**src/rtl/beat_pkg.sv**
```systemverilog
// Shared beat-code constants, encoder FSM states and the duration-to-code quantiser.
// Codes run from 1 (4 beats) to 6 (1/8 beat). Each step halves the nominal length.
package beat_pkg;

   localparam logic [3:0] BEAT_4   = 4'd1;
   localparam logic [3:0] BEAT_2   = 4'd2;
   localparam logic [3:0] BEAT_1   = 4'd3;
   localparam logic [3:0] BEAT_1_2 = 4'd4;
   localparam logic [3:0] BEAT_1_4 = 4'd5;
   localparam logic [3:0] BEAT_1_8 = 4'd6;

   // Quantiser working width. It must be wider than any duration counter that uses it.
   localparam int QW = 33;

   typedef enum logic {
      ST_IDLE,
      ST_PRESS
   } state_t;

   // Boundaries sit at 1.5x each nominal length, and a value on a boundary takes the longer code.
   // unit is always a constant at the call site, so the thresholds fold to constants.
   function automatic logic [3:0] quantise(input logic [QW-1:0] cnt, input logic [QW-1:0] unit);
      logic [QW-1:0] cnt2;
      cnt2 = cnt << 1;
      if (cnt2 < unit * QW'(3))  return BEAT_1_8;
      if (cnt2 < unit * QW'(6))  return BEAT_1_4;
      if (cnt2 < unit * QW'(12)) return BEAT_1_2;
      if (cnt2 < unit * QW'(24)) return BEAT_1;
      if (cnt2 < unit * QW'(48)) return BEAT_2;
      return BEAT_4;
   endfunction

endpackage

```
**src/rtl/key_sync.sv**
```systemverilog
// Two-flop synchroniser for an asynchronous key, with one-cycle rise and fall pulses on the synced level.
// Latency is 2 cycles from key_in to key_s. There is no backpressure.
module key_sync (
   input  logic clk,
   input  logic rstn,
   input  logic key_in,
   output logic key_s,
   output logic rise,
   output logic fall
);

   logic meta;
   logic key_d;

   always_ff @(posedge clk or negedge rstn) begin
      if (!rstn) begin
         meta  <= 1'b0;
         key_s <= 1'b0;
         key_d <= 1'b0;
      end else begin
         meta  <= key_in;
         key_s <= meta;
         key_d <= key_s;
      end
   end

   assign rise = key_s & ~key_d;
   assign fall = ~key_s & key_d;

endmodule

```
**src/rtl/beat_encoder.sv**
```systemverilog
// Measures key hold time and emits a quantised beat code. REST_ENCODE_EN also encodes gaps as rests.
// The word is registered 1 cycle after the synced release. code_valid holds until accepted; a new word that arrives while it is held is dropped and overrun pulses.
module beat_encoder #(
   parameter int CNT_W     = 28,
   parameter int BEAT_UNIT = 5_000_000,
   parameter int MIN_PRESS = 2_500_000
) (
   input  logic             clk,
   input  logic             rstn,
   input  logic             en,
   input  logic             key_in,
   output logic [3:0]       beat_code,
   output logic [CNT_W-1:0] dur_out,
   output logic             is_rest,
   output logic             code_valid,
   input  logic             code_ready,
   output logic             overrun
);
   import beat_pkg::*;

   localparam logic [CNT_W-1:0] MIN_CNT = CNT_W'(MIN_PRESS);
   localparam logic [CNT_W-1:0] CNT_MAX = '1;
   localparam logic [QW-1:0]    UNIT_Q  = QW'(BEAT_UNIT);

   logic key_s, key_rise, key_fall;

   key_sync u_key_sync (
      .clk    (clk),
      .rstn   (rstn),
      .key_in (key_in),
      .key_s  (key_s),
      .rise   (key_rise),
      .fall   (key_fall)
   );

   state_t           state;
   logic [CNT_W-1:0] cnt;

   always_ff @(posedge clk or negedge rstn) begin
      if (!rstn) begin
         state <= ST_IDLE;
         cnt   <= '0;
      end else if (!en) begin
         state <= ST_IDLE;
         cnt   <= '0;
      end else begin
         case (state)
            ST_IDLE: begin
               if (key_rise) begin
                  state <= ST_PRESS;
                  cnt   <= CNT_W'(1);
               end
            end
            ST_PRESS: begin
               if (key_fall) begin
                  state <= ST_IDLE;
                  cnt   <= '0;
               end else if (key_s && cnt != CNT_MAX) begin
                  cnt <= cnt + CNT_W'(1);
               end
            end
            default: begin
               state <= ST_IDLE;
               cnt   <= '0;
            end
         endcase
      end
   end

   logic             emit_note, emit_rest, emit, drop, load;
   logic [CNT_W-1:0] emit_dur;
   logic [3:0]       emit_code;

   assign emit_note = (state == ST_PRESS) && en && key_fall && (cnt >= MIN_CNT);

`ifdef REST_ENCODE_EN
   logic [CNT_W-1:0] gap_cnt;
   logic             first_done;

   // The gap starts on the release cycle, so it reads exactly the low time at the next rise.
   always_ff @(posedge clk or negedge rstn) begin
      if (!rstn) begin
         gap_cnt    <= '0;
         first_done <= 1'b0;
      end else if (!en) begin
         gap_cnt    <= '0;
         first_done <= 1'b0;
      end else if (state == ST_PRESS && key_fall) begin
         gap_cnt    <= CNT_W'(1);
         first_done <= 1'b1;
      end else if (state == ST_IDLE && first_done && !key_s && gap_cnt != CNT_MAX) begin
         gap_cnt <= gap_cnt + CNT_W'(1);
      end
   end

   assign emit_rest = (state == ST_IDLE) && en && key_rise && first_done && (gap_cnt >= MIN_CNT);
   assign emit_dur  = emit_rest ? gap_cnt : cnt;
`else
   assign emit_rest = 1'b0;
   assign emit_dur  = cnt;
`endif

   assign emit      = emit_note | emit_rest;
   assign drop      = emit && code_valid && !code_ready;
   assign load      = emit && !drop;
   assign emit_code = quantise(QW'(emit_dur), UNIT_Q);

   always_ff @(posedge clk or negedge rstn) begin
      if (!rstn) begin
         beat_code  <= '0;
         dur_out    <= '0;
         code_valid <= 1'b0;
         overrun    <= 1'b0;
      end else begin
         overrun <= drop;
         if (load) begin
            beat_code  <= emit_code;
            dur_out    <= emit_dur;
            code_valid <= 1'b1;
         end else if (code_valid && code_ready) begin
            code_valid <= 1'b0;
         end
      end
   end

`ifdef REST_ENCODE_EN
   logic rest_q;

   always_ff @(posedge clk or negedge rstn) begin
      if (!rstn) begin
         rest_q <= 1'b0;
      end else if (load) begin
         rest_q <= emit_rest;
      end
   end

   assign is_rest = rest_q;
`else
   assign is_rest = 1'b0;
`endif

endmodule
```
**config.mk**
```make
export PLATFORM = sky130hd
export DESIGN_NAME = beat_encoder
export DESIGN_NICKNAME = d
export VERILOG_FILES = /design/src/rtl/beat_pkg.sv /design/src/rtl/key_sync.sv /design/src/rtl/beat_encoder.sv
export SDC_FILE = /design/constraint.sdc
export NUM_CORES = 1
export LEC_CHECK = 0
export CAP_MARGIN = 20
export CORE_MARGIN = 2
export CORE_UTILIZATION = 50
export CTS_CLUSTER_DIAMETER = 120
export DETAILED_ROUTE_END_ITERATION = 12
export PLACE_DENSITY = 0.75
export SKIP_LAST_GASP = 1
export SLEW_MARGIN = 30
export SYNTH_ARGS = -nofsm -noshare
export SYNTH_HDL_FRONTEND = slang
export SYNTH_HIERARCHICAL = 1
export SYNTH_SLANG_ARGS = --single-unit
export TNS_END_PERCENT = 20
```
**constraint.sdc**
```tcl
create_clock -name clk -period 2 [get_ports clk]
set_input_delay 0.3 -clock clk [delete_from_list [all_inputs] [get_ports clk]]
set_output_delay 0.3 -clock clk [all_outputs]
set_load 0.05 [all_outputs]
```
==> run metrics <==
Final Skew=0.007704 ns; total die area=between 7000 and 8000 sq um; VDD IR-drop max=0.4752 mV; cell area after synthesis=3535 sq um; core area=approximately 6800 sq um; Critical-path top delay cell=or4b_4; simple-gate share of the synthesized area=22.23%; gpl congestion=0.8761; cell count after synthesis=between 300 and 400; via count=between 3,000 and 4,000; most common cell after layout, fill and taps aside=dfrtp_1; Slew HR=between 60% and 70%; root buffer cell=clkbuf_8; # IOs=40; pwr dens=593.8 nW/um^2; Num CTS Buffers=9; clk slew on worst S/H paths=0.07 ns; Yosys warnings=6; CP Capture Type=flip-flop; fraction of registers with async set/reset=100.0%; DRC viols=0; Crit path required time=2.24 ns; unrepaired setup endpoints after global routing=yes; clk buf depth=2; Final min period=2.254 ns; type of origin of the critical path=flip-flop; most frequent cells in the layout=dfrtp_1, buf_4, clkdlybuf4s50_1; failing checks=setup timing; vias per cell=approximately 5.7; Global Route Usage Sum=24.15%; DR pass1 iterations=5; final critical-path setup slack=-0.2539 ns; CTS HTree Levels=3; initial antenna violation count=0; synthesized area per cell=roughly 10 sq um; Synth area leaders=dfrtp_1, mux2_4, nor2_1; library cells used by synthesis=~50; worst r2r path cells=7; number of global-route vias before repair=2,937; initial core utilization=51.74%; min-delay src=u_key_sync/meta; gr busiest metal=met2; area added between synthesis and finish=32.32%; top cell type's share of synthesized area=46.02%; global route total overflow=0; Clock Sinks=65; CTS tree=done; Synth Area in Compound Gates=under 10%; hold_ws=about 0.35 ns; Final Cycle Share=112.7%; first-pass GRT wire length=14.24 mm; DP HPWL=5.814 mm; adder-cell area share of the yosys netlist=0.7080%; Largest stage delay, worst path=0.61 ns; met3 usage=6.221%; Least-Margin Pin Slew=0.5751 ns; Buffers on Ports=37; crit path cell chain=or4b_4, a211oi_4, nor3_4, a21oi_4, buf_6, buf_12, mux2_4; flops & latches, synth=65; share of cells above drive strength 1=28.70%; Worst-Skew Late Latency=0.36 ns; Leakage=between 2 and 2.5 nW; GR Util met1=about a third; Worst Setup SP=cnt[20]; Antenna Violating Nets Remaining=0; reg2reg start=cnt[20]; First DRT Iteration DRCs=281; sequential area share after synthesis=46.02%; max-cap violations=0; Synth area leader=dfrtp_1; Final Total Pwr=2.777 mW; Main synth FF type=dfrtp_1; Routed WL=between 8 and 9 mm; design area=4677 sq um; critical path class=reg -> reg; largest family of logic cells by synthesized area=simple AND/OR/NAND/NOR gates; Fin. Hold Viols=0; number of synthesized flops with an enable pin=0; Final Setup Violations=47; status=finished, violations left; largest net degree at the start of global routing=44; max-slew violation count=0; multiplexer share of the synthesized area=12.11%; die width=88.08 microns; Max Fclk=443.7 MHz; critical path fanouts, max=6; Min-Delay Path Class=reg -> reg; XOR/XNOR Fraction of Synth Area=under 10%; dpl ws=-0.2195 ns; wire per inst=16.53 microns; Die Ht=88.08 microns; Rows=30; crit path DAT=2.49 ns; met2 usage=around 38%; cell count of the worst hold path=0; NumNets Final=435; DP Area=about 4300 sq um; antenna diode count=0
worst max-delay path, delay by kind of cell (launching register included):
family                 cells  cell delay [ns]
DFF                        1             0.40
AOI/OAI and AO/OA          2             0.43
muxes                      1             0.30
buffers and inverters      2             0.30
and+or+nand+nor            2             0.69
registers in the layout (all words and copies together) (netlist names):
register,flops
cnt,28
u_key_sync/meta,1
state,1
u_key_sync/key_s,1
u_key_sync/key_d,1
dur_out,28
overrun,1
code_valid,1
beat_code,3
logic make-up after synthesis:
logic type      after synthesis
fa+ha+maj                     2
xor+xnor                     20
buf+inv                      34
mux                          29
compound gates               43
simple gates                152
other cells                   1
flops                        65
worst paths after layout:
path | to | slack [ns]
max | dur_out[7] | -0.25
min | u_key_sync/key_s | 0.35
max reg2reg | dur_out[7] | -0.25
min reg2reg | u_key_sync/key_s | 0.35
max in group asynchronous | cnt[16] | 0.88
min in group asynchronous | dur_out[20] | 0.48
layer usage:
layer  wire [microns]  vias to the layer above
met1             3831                     1485
met5                0                        -
met3              538                       24
li1                 -                     1375
met2             4109                      130
met4              246                        0
final cells by class:
cell class                 instances  area (sq um)
fill                             523          2155
multi-input combinational        248          1767
sequential                        65          1629
timing repair buffer              97         903.4
clock buffer                       9         123.9
tap                               96         120.1
clock inverter                     6         107.6
inverter                           7         26.28
metrics by stage:
stage,TNS [ns],util (%),instances
floorplan,-3.318,-,347
global placement,-4.356,62.45,501
detailed placement,-7.391,62.45,501
CTS,-4.822,68.15,526
global route,-11.95,68.46,528
finish,-7.982,68.46,528
cells in the mapped netlist, types with 3 or more instances:
cell type	n
buf_2	5
o21ai_0	14
nor4_1	6
mux2_4	27
a21oi_1	8
nand2_1	32
a31oi_1	3
xnor2_1	9
nor3_1	13
clkbuf_1	15
or2_2	4
nor2_1	34
nor2b_1	4
or3_1	4
nand3_1	19
nand4_1	12
dfrtp_1	65
xor2_1	11
nand2b_1	5
buf_4	3
inv_1	7
and3_1	5
and2_1	3
where the power goes:
part | switching [mW] | total, mW | internal (mW)
logic | 0.0869 | 0.128 | 0.0407
registers | 0.00633 | 1.33 | 1.32
clock network | 0.506 | 1.32 | 0.816
timing repair:
| action | in CTS | in global routing |
|---|---|---|
| gates cloned | 3 | 0 |
| buffers inserted | 6 | 2 |
| hold buffers | 1 | 0 |
| pin swaps | 7 | 1 |
| setup endpoints to repair | 53 | 58 |
| resized for setup | 11 | 1 |
| hold endpoints to repair | 22 | 0 |
Note: power is estimated with default switching activity, not from simulation.
